File: config.mk
export PLATFORM = sky130hd
export DESIGN_NAME = mem_port_arbiter
export DESIGN_NICKNAME = d
export VERILOG_FILES = /design/src/rtl/mem_arb_pkg.sv /design/src/rtl/mem_lane_align.sv /design/src/rtl/mem_port_arbiter.sv
export SDC_FILE = /design/constraint.sdc
export NUM_CORES = 1
export LEC_CHECK = 0
export BUFFER_PORTS_ARGS = -buffer_cell sky130_fd_sc_hd__buf_2
export CELL_PAD_IN_SITES_DETAIL_PLACEMENT = 0
export CELL_PAD_IN_SITES_GLOBAL_PLACEMENT = 1
export CORE_MARGIN = 3
export CORE_UTILIZATION = 34
export CTS_CLUSTER_SIZE = 8
export DETAILED_ROUTE_END_ITERATION = 8
export PLACE_DENSITY_LB_ADDON = 0.1
export SLEW_MARGIN = 10
export SYNTH_ARGS = -nofsm -noshare
export SYNTH_HDL_FRONTEND = slang
export SYNTH_HIERARCHICAL = 1
export SYNTH_SLANG_ARGS = --single-unit
File: constraint.sdc
create_clock -name clk -period 8.68 [get_ports clk]
set_clock_uncertainty 0.1 [all_clocks]
set_input_delay 0.434 -clock clk [delete_from_list [all_inputs] [get_ports clk]]
set_output_delay 0.434 -clock clk [all_outputs]
set_load 0.05 [all_outputs]
File: src/rtl/mem_arb_pkg.sv
// Shared types and constants for the memory port arbiter: FSM states,
// access sizes and byte-enable patterns.
package mem_arb_pkg;

    typedef enum logic [1:0] {
        ST_IDLE  = 2'b00,
        ST_FETCH = 2'b01,
        ST_DATA  = 2'b10
    } state_t;

    // Encoding matches the d_size port; 2'b11 is reserved and behaves as a word
    typedef enum logic [1:0] {
        SZ_BYTE = 2'b00,
        SZ_HALF = 2'b01,
        SZ_WORD = 2'b10
    } size_t;

    localparam logic [3:0] BE_BYTE0   = 4'b0001;
    localparam logic [3:0] BE_HALF_LO = 4'b0011;
    localparam logic [3:0] BE_HALF_HI = 4'b1100;
    localparam logic [3:0] BE_WORD    = 4'b1111;

endpackage

File: src/rtl/mem_lane_align.sv
// Combinational lane steering for data accesses: turns size and the low
// address bits into byte enables, lane-replicated store data and a
// misalignment flag.
module mem_lane_align
    import mem_arb_pkg::*;
(
    input  logic [1:0]  size,
    input  logic [1:0]  addr_lo,
    input  logic [31:0] wdata,
    output logic [3:0]  byteenable,
    output logic [31:0] writedata,
    output logic        misalign
);

    // Decode the access width into lanes; reserved size falls through as a word
    always_comb begin
        byteenable = BE_WORD;
        writedata  = wdata;
        misalign   = 1'b0;
        case (size)
            SZ_BYTE: begin
                byteenable = BE_BYTE0 << addr_lo;
                writedata  = {4{wdata[7:0]}};
            end
            SZ_HALF: begin
                byteenable = addr_lo[1] ? BE_HALF_HI : BE_HALF_LO;
                writedata  = {2{wdata[15:0]}};
                misalign   = addr_lo[0];
            end
            SZ_WORD: begin
                misalign = (addr_lo != 2'b00);
            end
            default: begin
                misalign = (addr_lo != 2'b00);
            end
        endcase
    end

endmodule

File: src/rtl/mem_port_arbiter.sv
// Shares one Avalon-MM master port between instruction fetch and data
// load/store. Data wins ties, each access runs through the waitrequest
// handshake, and all bus-side outputs are registered.
// Optional feature: define MEM_ARB_PERF_CNT_EN to add wait-cycle and
// completed-transaction counters (and the PERF_W parameter).
module mem_port_arbiter
    import mem_arb_pkg::*;
#(
    parameter int ADDR_W = 32
`ifdef MEM_ARB_PERF_CNT_EN
    ,
    parameter int PERF_W = 32
`endif
)
(
    input  logic              clk,
    input  logic              reset,
    input  logic              if_req,
    input  logic [ADDR_W-1:0] if_addr,
    output logic [31:0]       if_rdata,
    output logic              if_valid,
    input  logic              d_req,
    input  logic              d_write,
    input  logic [1:0]        d_size,
    input  logic [ADDR_W-1:0] d_addr,
    input  logic [31:0]       d_wdata,
    output logic [31:0]       d_rdata,
    output logic              d_valid,
    output logic              d_err,
    output logic              stall,
    output logic [ADDR_W-1:0] avm_address,
    output logic              avm_read,
    output logic              avm_write,
    output logic [3:0]        avm_byteenable,
    output logic [31:0]       avm_writedata,
    input  logic [31:0]       avm_readdata,
    input  logic              avm_waitrequest
`ifdef MEM_ARB_PERF_CNT_EN
    ,
    output logic [PERF_W-1:0] perf_wait_cycles,
    output logic [PERF_W-1:0] perf_txn_count
`endif
);

    localparam logic [ADDR_W-1:0] ALIGN_MASK = {{(ADDR_W-2){1'b1}}, 2'b00};

    state_t             state;
    state_t             next_state;
    logic [ADDR_W-1:0]  next_address;
    logic               next_read;
    logic               next_write;
    logic [3:0]         next_be;
    logic [31:0]        next_wdata;
    logic [31:0]        next_if_rdata;
    logic [31:0]        next_d_rdata;
    logic               next_if_valid;
    logic               next_d_valid;
    logic               next_d_err;

    logic [3:0]         lane_be;
    logic [31:0]        lane_wdata;
    logic               lane_misalign;
    logic               d_take;
    logic               if_take;

    mem_lane_align u_lane_align (
        .size       (d_size),
        .addr_lo    (d_addr[1:0]),
        .wdata      (d_wdata),
        .byteenable (lane_be),
        .writedata  (lane_wdata),
        .misalign   (lane_misalign)
    );

    // A requester whose completion pulse is showing must not be granted again
    assign d_take  = d_req  & ~d_valid;
    assign if_take = if_req & ~if_valid;

    assign stall = (if_req & ~if_valid) | (d_req & ~d_valid);

    // Next-state and next-output decode; bus outputs hold by default so a waitrequest freezes them
    always_comb begin
        next_state    = state;
        next_address  = avm_address;
        next_read     = avm_read;
        next_write    = avm_write;
        next_be       = avm_byteenable;
        next_wdata    = avm_writedata;
        next_if_rdata = if_rdata;
        next_d_rdata  = d_rdata;
        next_if_valid = 1'b0;
        next_d_valid  = 1'b0;
        next_d_err    = 1'b0;
        case (state)
            ST_IDLE: begin
                if (d_take) begin
                    if (lane_misalign) begin
                        next_d_valid = 1'b1;
                        next_d_err   = 1'b1;
                    end else begin
                        next_address = d_addr & ALIGN_MASK;
                        next_read    = ~d_write;
                        next_write   = d_write;
                        next_be      = lane_be;
                        next_wdata   = lane_wdata;
                        next_state   = ST_DATA;
                    end
                end else if (if_take) begin
                    next_address = if_addr & ALIGN_MASK;
                    next_read    = 1'b1;
                    next_write   = 1'b0;
                    next_be      = BE_WORD;
                    next_state   = ST_FETCH;
                end
            end
            ST_FETCH: begin
                if (!avm_waitrequest) begin
                    next_read     = 1'b0;
                    next_write    = 1'b0;
                    next_if_rdata = avm_readdata;
                    next_if_valid = 1'b1;
                    next_state    = ST_IDLE;
                end
            end
            ST_DATA: begin
                if (!avm_waitrequest) begin
                    if (avm_read) begin
                        next_d_rdata = avm_readdata;
                    end
                    next_read    = 1'b0;
                    next_write   = 1'b0;
                    next_d_valid = 1'b1;
                    next_state   = ST_IDLE;
                end
            end
            default: begin
                next_read  = 1'b0;
                next_write = 1'b0;
                next_state = ST_IDLE;
            end
        endcase
    end

    // State and registered outputs; reset drops the strobes at once and abandons any access
    always_ff @(posedge clk or posedge reset) begin
        if (reset) begin
            state          <= ST_IDLE;
            avm_address    <= '0;
            avm_read       <= 1'b0;
            avm_write      <= 1'b0;
            avm_byteenable <= '0;
            avm_writedata  <= '0;
            if_rdata       <= '0;
            d_rdata        <= '0;
            if_valid       <= 1'b0;
            d_valid        <= 1'b0;
            d_err          <= 1'b0;
        end else begin
            state          <= next_state;
            avm_address    <= next_address;
            avm_read       <= next_read;
            avm_write      <= next_write;
            avm_byteenable <= next_be;
            avm_writedata  <= next_wdata;
            if_rdata       <= next_if_rdata;
            d_rdata        <= next_d_rdata;
            if_valid       <= next_if_valid;
            d_valid        <= next_d_valid;
            d_err          <= next_d_err;
        end
    end

`ifdef MEM_ARB_PERF_CNT_EN
    // Count stalled strobe cycles and finished bus transactions; both wrap freely
    always_ff @(posedge clk or posedge reset) begin
        if (reset) begin
            perf_wait_cycles <= '0;
            perf_txn_count   <= '0;
        end else begin
            if ((avm_read | avm_write) & avm_waitrequest) begin
                perf_wait_cycles <= perf_wait_cycles + 1'b1;
            end
            if ((avm_read | avm_write) & ~avm_waitrequest) begin
                perf_txn_count <= perf_txn_count + 1'b1;
            end
        end
    end
`endif

endmodule

==> key figures <==
Floorplanning
  – Die Area: 21080 um^2
  – Die H: 145.2 um
  – IO Pins: 274
  – Initial Util: 0.3486
  – # rows: 50
  – Floorplan Core Area: between 15000 and 20000 um^2
  – Die extent in x: 145.2 um

GRT
  – Largest net degree at the start of global routing: 75
  – GR Overflow Total: 0
  – GRT Overall Usage: 0.1794
  – Vias in the first global route: approximately 5600
  – Initial antenna violation count: 3
  – First-pass GRT wire length: 30.24 mm

Setup path
  – Setup CP Type: reg -> reg
  – CP arrival: 3.16 ns
  – Reg2Reg Depth: 4
  – Flop2flop setup slack: 5.67 ns
  – CP Launch Type: register
  – WP data required: approximately 8.8 ns
  – Reg2reg end: avm_address[16]$_DFFE_PP0P_
  – Worst setup EP type: register
  – Largest fanout on the critical path: 35
  – Crit Reg-Reg Startpoint: d_valid$_DFF_PP0_

Logic synthesis
  – Compound-Gate Fraction of Synth Area: 0.1489
  – Synth top area share: 0.5205
  – Mapped Area: approximately 6600 um^2
  – Top cells by area, synth: dfrtp_1, mux2_2, a31oi_4
  – Yosys cell types: 39
  – YS warnings: 6
  – Synth Area in XOR/XNOR: 0
  – Area leader, netlist: dfrtp_1
  – Sequential share of the synthesized area: 0.5205
  – Simple-gate portion of the synthesized area: 0.1153
  – Mux share of post-synthesis cell area: 0.1541
  – Mean Syn Cell Area: about 12 um^2
  – Post-Synthesis Cells: 554
  – Largest family of logic cells by synthesized area: multiplexers
  – #FFs+latches synth: 137
  – Adder-cell share of the synthesized area: 0.007599

STA
  – Worst slew pin tran: between 1 and 1.5 ns
  – Endpoints failing setup: 0
  – Period utilization: 0.3463
  – RSZ-0062 raised after global routing: no
  – Final Hold Vio Count: 0
  – Slew margin rel.: 0.3133
  – Setup_tns: 0 ns
  – Hold_ws: 0.03702 ns
  – Fmax: between 0.3 and 0.4 GHz
  – Crit path time final: around 3 ns
  – Max-slew violation count: 0

Pwr
  – Leakage power total: ~4.2 nW
  – Peak VDD IR: 236.7 uV
  – PD cells: 474.1 nW/um^2

Route
  – Routed vias/inst: 4.631
  – DR iter-0 viols: 147
  – Drt pass-1 iters: 4
  – Drt drc: 0
  – Routed wire length: 18.40 mm
  – Routed WL per cell: 17.08 um
  – Vias: 4988
  – Final antenna-violating net count: 0

Clock tree
  – Clock latency on the worst-skew pair: 0.41 ns
  – Inserted Clock Buffers: 17
  – Hold_buf cts: 0
  – Post-cts gate resize count: 0
  – H-tree depth: 4
  – Clk sink count: 137
  – Clock tree buffer depth: 2
  – Clk slew on worst S/H paths: 0.07 ns
  – Post-CTS Setup Bufs: 0
  – CTS tree: yes
  – CTS root buffer: clkbuf_16

Job
  – # Max-Cap Violations: 0

Status
  – Status: finished, final reports clean

Worst hold path
  – Min-Delay Path Class: in -> async

Cells and area
  – Most frequent cells in the layout: buf_2, nand2_1, dfrtp_1
  – Share of cells above drive strength 1: 0.5208
  – Post-layout net count: between 900 and 1000
  – Area Overhead vs Synth: 30.45%
  – Commonest non-fill, non-tap cell in the layout: buf_2

Placement
  – Routability cong.: 0.7555
  – Hpwl dp: 13.12 mm
  – IO buf count: 269
[critical path, cell delays in order, from the launching register on]
cell and delay, ns:
dfrtp_1 0.35, nand2b_4 0.41, mux2i_4 0.90, and2_4 0.90, a31oi_4 0.15
[worst max-delay path by stage]
stage / to / startpoint / depth (start not counted) / slack, ns
detailed placement: avm_address[17]$_DFFE_PP0P_ / d_size[1] / 6 / 5.36
global placement: avm_address[26]$_DFFE_PP0P_ / d_size[1] / 6 / 5.40
floorplan: avm_address[10]$_DFFE_PP0P_ / reset / 1 / 4.48
CTS: avm_address[30]$_DFFE_PP0P_ / d_valid$_DFF_PP0_ / 4 / 5.59
finish: avm_address[16]$_DFFE_PP0P_ / d_valid$_DFF_PP0_ / 4 / 5.67
global route: avm_address[21]$_DFFE_PP0P_ / d_valid$_DFF_PP0_ / 4 / 5.44
[kinds of logic (layout without fill, tap and decap cells)]
group / Yosys count / in the layout
mux: 90 / 90
buf+inv: 52 / 313
fa+ha+maj: 4 / 4
flops: 137 / 137
other cells: 1 / 3
simple gates: 185 / 185
compound gates: 85 / 85
[flip-flops by register name (all words and copies together) (netlist names)]
register / flops
if_rdata: 32
avm_read: 1
state: 2
d_valid: 1
d_err: 1
if_valid: 1
avm_byteenable: 4
d_rdata: 32
avm_address: 30
avm_write: 1
avm_writedata: 32
[power by group]
part | switching [mW] | leakage [nW] | internal, mW
clock network | 0.313 | 0.286 | 0.415
registers | 0.153 | 1.64 | 0.949
logic | 1.66 | 2.25 | 0.581
total | 2.13 | 4.17 | 1.95
[per-layer routing]
layer  track usage  up-vias  share of wire
met3       0.06465       29          0.073
li1              -     2370              -
met4       0.06078        4          0.020
met1        0.2116     2415           0.42
met5             0        -         0.0011
met2        0.3042      170           0.49
[cells in the mapped netlist, drive strengths merged]
| library cell | n |
|---|---|
| ha | 4 |
| o21ai | 8 |
| conb | 1 |
| buf | 34 |
| nand2 | 167 |
| inv | 6 |
| clkbuf | 12 |
| a21o | 3 |
| mux2 | 81 |
| nor2 | 4 |
| mux2i | 9 |
| a31oi | 31 |
| and4 | 1 |
| nand3b | 2 |
| and2b | 1 |
| o22a | 4 |
| o21bai | 2 |
| dfrtp | 137 |
| nand3 | 4 |
| nor3b | 1 |
| a21boi | 1 |
| nor2b | 1 |
| and2 | 1 |
| a21oi | 35 |
| o211ai | 1 |
| nand2b | 3 |
[through the flow]
step	area (um^2)	cells	worst slack (ns)	total power [mW]	util
floorplan	6590	555	4.478	2.877	-
global placement	7999	1044	5.404	3.346	0.4234
detailed placement	7999	1044	5.361	3.386	0.4234
CTS	8589	1076	5.587	4.128	0.4546
global route	8592	1077	5.442	4.281	0.4548
finish	8592	1077	5.674	4.073	0.4548
[cell type report]
type	instances	area, um^2
fill	1877	10300
timing repair buffer	275	1391
tap	260	325.3
antenna	1	2.502
clock inverter	14	151.4
sequential	137	3428
multi-input combinational	366	2826
inverter	6	27.53
clock buffer	18	439.2
Note: power is estimated with default switching activity, not from simulation.
